$ cat config.mk
export PLATFORM = sky130hd
export DESIGN_NAME = muldiv_sequencer
export DESIGN_NICKNAME = d
export VERILOG_FILES = /design/src/rtl/muldiv_pkg.sv /design/src/rtl/muldiv_iter_step.sv /design/src/rtl/muldiv_sequencer.sv
export SDC_FILE = /design/constraint.sdc
export NUM_CORES = 1
export LEC_CHECK = 0
export CORE_MARGIN = 1
export CORE_UTILIZATION = 49
export DETAILED_ROUTE_END_ITERATION = 8
export PLACE_DENSITY = 0.76
export SYNTH_ARGS = -nofsm -noshare
export SYNTH_HDL_FRONTEND = slang
export SYNTH_SLANG_ARGS = --single-unit
$ cat constraint.sdc
create_clock -name clk -period 5.57 [get_ports clk]
set_input_delay 0.557 -clock clk [delete_from_list [all_inputs] [get_ports clk]]
set_output_delay 0.557 -clock clk [all_outputs]
set_load 0.02 [all_outputs]
$ cat src/rtl/muldiv_pkg.sv
// muldiv_pkg: funct3 encodings, FSM state type and operand-class helpers
// shared by the muldiv_sequencer slice.
package muldiv_pkg;

    localparam logic [2:0] F3_MUL    = 3'b000;
    localparam logic [2:0] F3_MULH   = 3'b001;
    localparam logic [2:0] F3_MULHSU = 3'b010;
    localparam logic [2:0] F3_MULHU  = 3'b011;
    localparam logic [2:0] F3_DIV    = 3'b100;
    localparam logic [2:0] F3_DIVU   = 3'b101;
    localparam logic [2:0] F3_REM    = 3'b110;
    localparam logic [2:0] F3_REMU   = 3'b111;

    typedef enum logic [1:0] {
        ST_IDLE = 2'b00,
        ST_RUN  = 2'b01,
        ST_DONE = 2'b10
    } state_e;

    function automatic logic is_div(input logic [2:0] f3);
        return (f3 == F3_DIV) || (f3 == F3_DIVU) || (f3 == F3_REM) || (f3 == F3_REMU);
    endfunction

    function automatic logic op1_signed(input logic [2:0] f3);
        return (f3 == F3_MUL) || (f3 == F3_MULH) || (f3 == F3_MULHSU) ||
               (f3 == F3_DIV) || (f3 == F3_REM);
    endfunction

    function automatic logic op2_signed(input logic [2:0] f3);
        return (f3 == F3_MUL) || (f3 == F3_MULH) || (f3 == F3_DIV) || (f3 == F3_REM);
    endfunction

endpackage

$ cat src/rtl/muldiv_iter_step.sv
// muldiv_iter_step: one combinational iteration on {acc, q}; shift-add for
// multiply (q holds the multiplier) or restore-subtract for divide (q holds the dividend).
module muldiv_iter_step #(
    parameter int unsigned XLEN = 32
) (
    input  logic            is_div_i,
    input  logic [XLEN-1:0] acc_i,
    input  logic [XLEN-1:0] q_i,
    input  logic [XLEN-1:0] opnd_i,
    output logic [XLEN-1:0] acc_o,
    output logic [XLEN-1:0] q_o
);

    logic [XLEN:0] add_sum;
    logic [XLEN:0] rem_sh;
    logic          ge;

    always_comb begin
        add_sum = {1'b0, acc_i} + (q_i[0] ? {1'b0, opnd_i} : '0);
        rem_sh  = {acc_i, q_i[XLEN-1]};
        ge      = rem_sh >= {1'b0, opnd_i};
        if (is_div_i) begin
            // partial remainder stays below the divisor, so the low XLEN bits suffice
            acc_o = ge ? (rem_sh[XLEN-1:0] - opnd_i) : rem_sh[XLEN-1:0];
            q_o   = {q_i[XLEN-2:0], ge};
        end else begin
            acc_o = add_sum[XLEN:1];
            q_o   = {add_sum[0], q_i[XLEN-1:1]};
        end
    end

endmodule

$ cat src/rtl/muldiv_sequencer.sv
// muldiv_sequencer: iterative RV32M multiply/divide with busy/done handshake.
// Define MULDIV_FAST_MUL_EN for single-cycle combinational multiplies.
module muldiv_sequencer
    import muldiv_pkg::*;
#(
    parameter int unsigned XLEN  = 32,
    parameter int unsigned CNT_W = $clog2(XLEN)
) (
    input  logic            clk,
    input  logic            rst,
    input  logic            start,
    input  logic [2:0]      funct3,
    input  logic [XLEN-1:0] op1,
    input  logic [XLEN-1:0] op2,
    input  logic            flush,
    output logic            busy,
    output logic            done,
    output logic [XLEN-1:0] result
);

    state_e            state_q;
    logic [CNT_W-1:0]  cnt_q;
    logic [2:0]        f3_q;
    logic [XLEN-1:0]   acc_q, q_q, opnd_q, result_q;
    logic              neg_res_q, neg_rem_q, busy_q, done_q;

    logic              op1_neg, op2_neg, div_zero, div_ovf;
    logic [XLEN-1:0]   op1_mag, op2_mag, spec_res;
    logic [XLEN-1:0]   step_acc, step_q;
    logic [2*XLEN-1:0] prod_raw, prod_fix;
    logic [XLEN-1:0]   quo_fix, rem_fix, fin_res;

    assign op1_neg  = op1_signed(funct3) && op1[XLEN-1];
    assign op2_neg  = op2_signed(funct3) && op2[XLEN-1];
    assign op1_mag  = op1_neg ? -op1 : op1;
    assign op2_mag  = op2_neg ? -op2 : op2;
    assign div_zero = is_div(funct3) && (op2 == '0);
    assign div_ovf  = is_div(funct3) && op1_signed(funct3) &&
                      (op1 == {1'b1, {(XLEN-1){1'b0}}}) && (op2 == '1);
    // overflow DIV result equals op1 itself, which lets both cases share one mux
    assign spec_res = funct3[1] ? (div_zero ? op1 : '0) : (div_zero ? '1 : op1);

    muldiv_iter_step #(.XLEN(XLEN)) u_step (
        .is_div_i (is_div(f3_q)),
        .acc_i    (acc_q),
        .q_i      (q_q),
        .opnd_i   (opnd_q),
        .acc_o    (step_acc),
        .q_o      (step_q)
    );

    always_comb begin
        prod_raw = {step_acc, step_q};
        prod_fix = neg_res_q ? -prod_raw : prod_raw;
        quo_fix  = neg_res_q ? -step_q : step_q;
        rem_fix  = neg_rem_q ? -step_acc : step_acc;
        if (is_div(f3_q))
            fin_res = f3_q[1] ? rem_fix : quo_fix;
        else
            fin_res = (f3_q == F3_MUL) ? prod_fix[XLEN-1:0] : prod_fix[2*XLEN-1:XLEN];
    end

`ifdef MULDIV_FAST_MUL_EN
    logic [2*XLEN-1:0] fast_prod, fast_fix;
    logic [XLEN-1:0]   fast_res;

    always_comb begin
        fast_prod = {{XLEN{1'b0}}, op1_mag} * {{XLEN{1'b0}}, op2_mag};
        fast_fix  = (op1_neg ^ op2_neg) ? -fast_prod : fast_prod;
        fast_res  = (funct3 == F3_MUL) ? fast_fix[XLEN-1:0] : fast_fix[2*XLEN-1:XLEN];
    end
`endif

    always_ff @(posedge clk) begin
        if (rst) begin
            state_q   <= ST_IDLE;
            cnt_q     <= '0;
            f3_q      <= '0;
            acc_q     <= '0;
            q_q       <= '0;
            opnd_q    <= '0;
            neg_res_q <= 1'b0;
            neg_rem_q <= 1'b0;
            busy_q    <= 1'b0;
            done_q    <= 1'b0;
            result_q  <= '0;
        end else begin
            case (state_q)
                ST_IDLE: begin
                    done_q <= 1'b0;
                    if (start && !flush) begin
                        f3_q      <= funct3;
                        neg_res_q <= op1_neg ^ op2_neg;
                        neg_rem_q <= op1_neg;
                        acc_q     <= '0;
                        cnt_q     <= '0;
                        q_q       <= is_div(funct3) ? op1_mag : op2_mag;
                        opnd_q    <= is_div(funct3) ? op2_mag : op1_mag;
                        if (div_zero || div_ovf) begin
                            result_q <= spec_res;
                            done_q   <= 1'b1;
                            state_q  <= ST_DONE;
                        end
`ifdef MULDIV_FAST_MUL_EN
                        else if (!is_div(funct3)) begin
                            result_q <= fast_res;
                            done_q   <= 1'b1;
                            state_q  <= ST_DONE;
                        end
`endif
                        else begin
                            busy_q  <= 1'b1;
                            state_q <= ST_RUN;
                        end
                    end
                end
                ST_RUN: begin
                    if (flush) begin
                        busy_q  <= 1'b0;
                        state_q <= ST_IDLE;
                    end else begin
                        acc_q <= step_acc;
                        q_q   <= step_q;
                        cnt_q <= cnt_q + CNT_W'(1);
                        if (cnt_q == CNT_W'(XLEN-1)) begin
                            result_q <= fin_res;
                            busy_q   <= 1'b0;
                            done_q   <= 1'b1;
                            state_q  <= ST_DONE;
                        end
                    end
                end
                ST_DONE: begin
                    done_q  <= 1'b0;
                    state_q <= ST_IDLE;
                end
                default: begin
                    busy_q  <= 1'b0;
                    done_q  <= 1'b0;
                    state_q <= ST_IDLE;
                end
            endcase
        end
    end

    assign busy   = busy_q;
    assign done   = done_q;
    assign result = result_q;

endmodule

# After elaboration in Yosys (flattened, before gate mapping)
# Index checks and enable logic that the tools add are counted.
# totals
reg_bits	142
# classes
n_addsub	8
order_cmp	1
n_eq_ne	21
n_mux	46
bitwise_logic	2
n_reduce_logical	32
# ops
operator	count
$mux 32	24
$pmux 32 s2	3
$neg 32->32	4
$eq 32x32->1 const B	2
$mux 64	1
$neg 64->64	1
$add 32x33->33	1
$ge 33x32->1	1
$logic_not 32->1	1
$sub 32x32->32	1
$eq 3x3->1 const B	8
$logic_or 1x1->1	13
$mux 5	2
$ne 2x2->1 const B	5
$pmux 5 s2	1
$mux 1	8
$mux 2	4
$logic_and 1x1->1	7
$logic_not 3->1	2
$reduce_and 2->1	3
$add 5x1->5 const B	1
$eq 5x5->1 const B	1
$reduce_and 5->1	1
$pmux 2 s2	1
other kinds (14)	14

# Logic depth before layout (Yosys ltp)
# depth
depth_word	12
mapped_depth	26
ltp_nobuf	22

# Cells and area by module
# A second synthesis with hierarchy kept.
# hier_totals
hier_cells	2228
area_unflattened_um2	15987.8
# modules_own_cells
mod	n_inst	cells_per_inst	area_per_inst_um2
muldiv_sequencer	1	1520	11066.9
muldiv_iter_step	1	708	4921.0

# Worst setup path before layout
# No wires, ideal clock.
# synth_path
path_type	reg2reg
start	register opnd_q[24]
end	register result_q[28] (netlist: result[28])
t_arrival_ps	4945
required_ps	5454
setup_slack_ps	509
stages_incl_launch_ff	27
synth_period_minus_slack_ps	5061
cell_sequence	dfxtp_1 -> inv_1 -> ha_1 -> buf_2 -> and4_4 -> and2_1 -> buf_6 -> nand3_2 -> a31o_2 -> nand3_1 -> buf_2 -> buf_2 -> mux2_2 -> nand2_1 -> o21ai_0 -> inv_1 -> ha_1 -> inv_1 -> or3_1 -> nor4_1 -> a211oi_1 -> a211oi_2 -> nand4bb_1 -> o31ai_1 -> xor2_1 -> o21ai_0 -> o211a_1
# synth_between
elab_chain_len	10
# synth_rtl
element	line	rtl
start, declared	muldiv_sequencer.sv:24	logic [XLEN-1:0] acc_q, q_q, opnd_q, result_q;
start signal, assigned	muldiv_sequencer.sv:98	opnd_q <= is_div(funct3) ? op2_mag : op1_mag;
$mux 32 (tied with other cells)	muldiv_iter_step.sv:19	add_sum = {1'b0, acc_i} + (q_i[0] ? {1'b0, opnd_i} : '0);
$add 32x33->33 or $mux 32 (tied branches)	muldiv_iter_step.sv:19, muldiv_iter_step.sv:24	
$mux 32	muldiv_iter_step.sv:22	if (is_div_i) begin
$neg 64->64 or $neg 32->32 (tied branches)	muldiv_sequencer.sv:54, muldiv_sequencer.sv:56	
$mux 64 or $mux 32 (tied branches)	muldiv_sequencer.sv:54, muldiv_sequencer.sv:56	
$mux 32 (on tied branches)	muldiv_sequencer.sv:60, muldiv_sequencer.sv:58	
$mux 32 *	muldiv_sequencer.sv:57	if (is_div(f3_q))
$mux 32 *	muldiv_sequencer.sv:125	if (cnt_q == CNT_W'(XLEN-1)) begin
$mux 32 *	muldiv_sequencer.sv:118	if (flush) begin
$pmux 32 s2 *	muldiv_sequencer.sv:88	case (state_q)
end signal, assigned	muldiv_sequencer.sv:100	result_q <= spec_res;
end signal, assigned	muldiv_sequencer.sv:126	result_q <= fin_res;
end, declared	muldiv_sequencer.sv:24	
# Every way passes the cells marked *; elsewhere a longest branch is shown, timed or not. The select of a mux whose other input is x is not followed.
# A chain may end at the register's enable or synchronous reset.

# Worst setup path after layout
# layout_path
start	register q_q[0]
end	register result_q[25] (netlist: result[25])
# layout_between
elab_chain_len	10
# layout_rtl
element	line	rtl
start, declared	muldiv_sequencer.sv:24	
start signal, assigned	muldiv_sequencer.sv:97	q_q <= is_div(funct3) ? op1_mag : op2_mag;
start signal, assigned	muldiv_sequencer.sv:123	q_q <= step_q;
$mux 32	muldiv_iter_step.sv:19	
$add 32x33->33	muldiv_iter_step.sv:19	
$mux 32	muldiv_iter_step.sv:22	
$neg 64->64 or $neg 32->32 (tied branches)	muldiv_sequencer.sv:54, muldiv_sequencer.sv:56	
$mux 64 or $mux 32 (tied branches)	muldiv_sequencer.sv:54, muldiv_sequencer.sv:56	
$mux 32 (on tied branches)	muldiv_sequencer.sv:60, muldiv_sequencer.sv:58	
$mux 32 *	muldiv_sequencer.sv:57	
$mux 32 *	muldiv_sequencer.sv:125	
$mux 32 *	muldiv_sequencer.sv:118	
$pmux 32 s2 *	muldiv_sequencer.sv:88	
# Marked as above.

==> flow_summary.yaml <==
outcome:
  run_status: "finished clean"
floorplanning:
  die_area_sq_um: 36860
  die_h_microns: 192.0
  rows: 69
  die_w_microns: 192.0
  io_pins: 105
  initial_utilization_pct: 49.72
  core_area_sq_um: 35570
synth:
  postSynthAreaPerCell_sq_um: 6.955
  synthesis.nets: 2687
  ys.flop_type: "dfxtp_1"
  synth_cells: 2543
  yosys-top-cells-count: "nand2_1, nor2_1, a21oi_1"
  synthTopCellsByArea: "dfxtp_1, nand2_1, a21oi_1"
  syn_area_sq_um: 17690
  yosysTopAreaCellShare_pct: 16.07
  synth_cell_types: 118
  synth_top_area_cell: "dfxtp_1"
  synth-seq-area-share_pct: 16.07
  synth_edf_count: 0
  synth-seq-cells: 142
  synth_async_sr_flop_share_pct: 0
  synth_warnings: 0
  synth_most_common_cell: "nand2_1"
sta:
  period_share_pct: 94.98
  rsz0062_at_grt: "false"
  finalCriticalPeriod_ns: 5.291
  max_freq_ghz: 0.1890
  setup_viol: 0
  max_slew_margin_pct: 11.73
  layout_setup_ws_ns: 0.2795
  setup_tns_ns: 0
  hold_violations: 0
  final_max_slew_viol_count: 0
  skew_ns: 0.01643
  holdWs_ns: 0.4604
  tightest_slew_ns: 1.316
finish:
  area_growth_pct: 12.74
  fillCellCount: 3485
  stdcell_area_sq_um: 19940
  instances_no_fill: 3070
  drive_above_1_share_pct: 9.401
  final_nets: 2737
worst_setup_path:
  cp-endpoint: "result[25]$_SDFFE_PP0P_"
  crit_required_ns: 5.94
  reg2reg_setup_slack_ns: 0.28
  worst_path_largest_cell_delay_ns: 0.96
  r2r_start: "q_q[0]$_SDFFE_PP0P_"
  worstSetupStartpointType: "flop"
  crit_path_cell_trace: "buf_4 -> and2_1 -> ha_1 -> nand2_1 -> a311oi_1 -> o21ai_0 -> a31oi_1 -> o211ai_1 -> a32oi_2 -> nand4b_4 -> o41ai_1 -> xnor2_1 -> o221ai_1 -> a221o_1"
  critPathArrivalTime_ns: 5.66
  crit_type: "reg -> reg"
  r2r_cells: 14
  path_max_fanout: 14
  crit_start: "q_q[0]$_SDFFE_PP0P_"
  reg2reg_to: "result[25]$_SDFFE_PP0P_"
  slowest_stage: "a311oi_1"
  end_kind: "flop"
clock_network:
  clkSlewWorstSetupHoldPaths_ns: 0.08
  clock_path_buffers: 2
  cts_tree: "yes"
  cts_made_buffers: 17
  cts_sinks: 142
  clock_latency_ns: 0.48
  cts-root-buf: "clkbuf_16"
  htreeDepth: 4
detailed_routing:
  wl_microns: 84320
  first_pass_iters: 8
  routedWlPerCell_microns: 27.47
  postRouteAntennaNets: 0
  num_vias: 21217
  drc_errors: 0
  vias_per_cell: 6.911
  drt-initial-drc-count: 3020
placed_design:
  place_hpwl_microns: 66020
  dp.cells: 3033
  dp_slack_ns: 0.3358
  gp_congestion: 1.073
  port_buffers: 104
  place_area_sq_um: 19330
grt:
  grt_pass1_vias: 19019
  globalRouteMet1Util_pct: 61.46
  grtUsageMet2_pct: 63.09
  antenna_found_initial: 4
  grt_max_degree: 70
  grt-busiest-layer: "met2"
  grt_usage_pct: 45.37
  grt_first_pass_wirelength_microns: 123600
  use_met3_pct: 13.96
  overflow: 0
pwr:
  power_leakage_nw: 7.464
  ir_drop_mv: 0.2447
  powerDensity_nw_per_um2: 196.7
flow_run:
  drv_cap: 0
worst_hold_path:
  hold_class: "reg -> reg"
-- report_power, final --
part           internal (mW)  total (mW)  leakage [nW]  switching, mW
Sequential              1.05        1.10          1.16         0.0512
Combinational          0.541        1.63          6.04           1.09
Clock                  0.593        1.19         0.269          0.596
-- what timing repair did --
item	in CTS	in global routing
gates resized for setup	0	3
hold buffers	0	0
endpoints found under the setup margin	0	4
buffers inserted	0	2
-- cells by family after synthesis --
group / Yosys count / synth area share, %
adder cells (fa/ha/maj): 98 / 6.664
AO/OA/AOI/OAI: 787 / 30.50
multiplexers: 70 / 4.040
flip-flops: 142 / 16.07
buffers and inverters: 248 / 5.844
AND/OR/NAND/NOR: 1041 / 29.11
XOR/XNOR: 157 / 7.775
-- worst max-delay path: cells and delay by family (launching register included) --
kind	cells	cell delay, ns
flops	1	0.39
buf+inv	1	0.23
compound gates	8	3.37
simple gates	3	0.56
xor+xnor	1	0.22
fa+ha+maj	1	0.42
-- cell usage in the layout (no fill, tap or decap), types with 59 or more instances in the layout --
cell             Yosys  layout
nand2_1            336     336
nor2_1             241     239
a21oi_1            195     195
o21ai_0            149     149
dfxtp_1            142     140
buf_4                4     107
clkdlybuf4s50_1      0     102
xnor2_1             83      83
nor3_1              76      76
xor2_1              74      74
ha_1                71      71
nand3_1             65      65
inv_1               64      64
and2_1              64      64
o211ai_1            64      64
mux2i_1             59      59
-- routing by layer --
layer  routed length [microns]  share of wire [%]  vias up
met5                        27              0.032        -
met4                      4982                5.9        4
met3                     10460                 12      250
met2                     33820                 40     1396
met1                     35030                 42    10046
li1                          -                  -     9521
-- state kept, by name, summed over array words and instances (netlist names) --
| register | cells |
|---|---|
| neg_rem_q | 1 |
| opnd_q | 32 |
| done | 1 |
| cnt_q | 5 |
| acc_q | 32 |
| q_q | 32 |
| state_q | 2 |
| f3_q | 3 |
| result | 32 |
| busy | 1 |
| neg_res_q | 1 |
-- metrics by stage --
stage / utilization, % / total power, mW
3_3_place_gp: 54.34 / 2.663
4_1_cts: 55.95 / 3.840
2_1_floorplan: - / 2.113
3_5_place_dp: 54.34 / 2.669
6_report: 56.06 / 3.921
5_1_grt: 56.04 / 4.041
-- worst min-delay path by stage --
| stage | from | end | slack, ns | depth (start not counted) |
|---|---|---|---|---|
| 2_1_floorplan | cnt_q[4]$_SDFFE_PP0P_ | cnt_q[4]$_SDFFE_PP0P_ | 0.44 | 2 |
| 3_3_place_gp | result[5]$_SDFFE_PP0P_ | result[5]$_SDFFE_PP0P_ | 0.44 | 2 |
| 3_5_place_dp | result[5]$_SDFFE_PP0P_ | result[5]$_SDFFE_PP0P_ | 0.45 | 2 |
| 4_1_cts | result[5]$_SDFFE_PP0P_ | result[5]$_SDFFE_PP0P_ | 0.46 | 2 |
| 5_1_grt | result[5]$_SDFFE_PP0P_ | result[5]$_SDFFE_PP0P_ | 0.47 | 2 |
| 6_report | cnt_q[4]$_SDFFE_PP0P_ | cnt_q[4]$_SDFFE_PP0P_ | 0.46 | 2 |
-- area by class of cell --
| cell class | instances | area (sq um) | share of cell area, % |
|---|---|---|---|
| timing repair buffer | 210 | 1829 | 9.174 |
| clock buffer | 17 | 425.4 | 2.134 |
| clock inverter | 15 | 146.4 | 0.7342 |
| multi-input combinational | 2153 | 13850 | 69.45 |
| inverter | 69 | 259.0 | 1.299 |
| tap | 461 | 576.8 | 2.893 |
| antenna | 3 | 7.507 | 0.03765 |
| sequential | 142 | 2848 | 14.28 |
No activity file was read; power rests on OpenSTA's default activity.
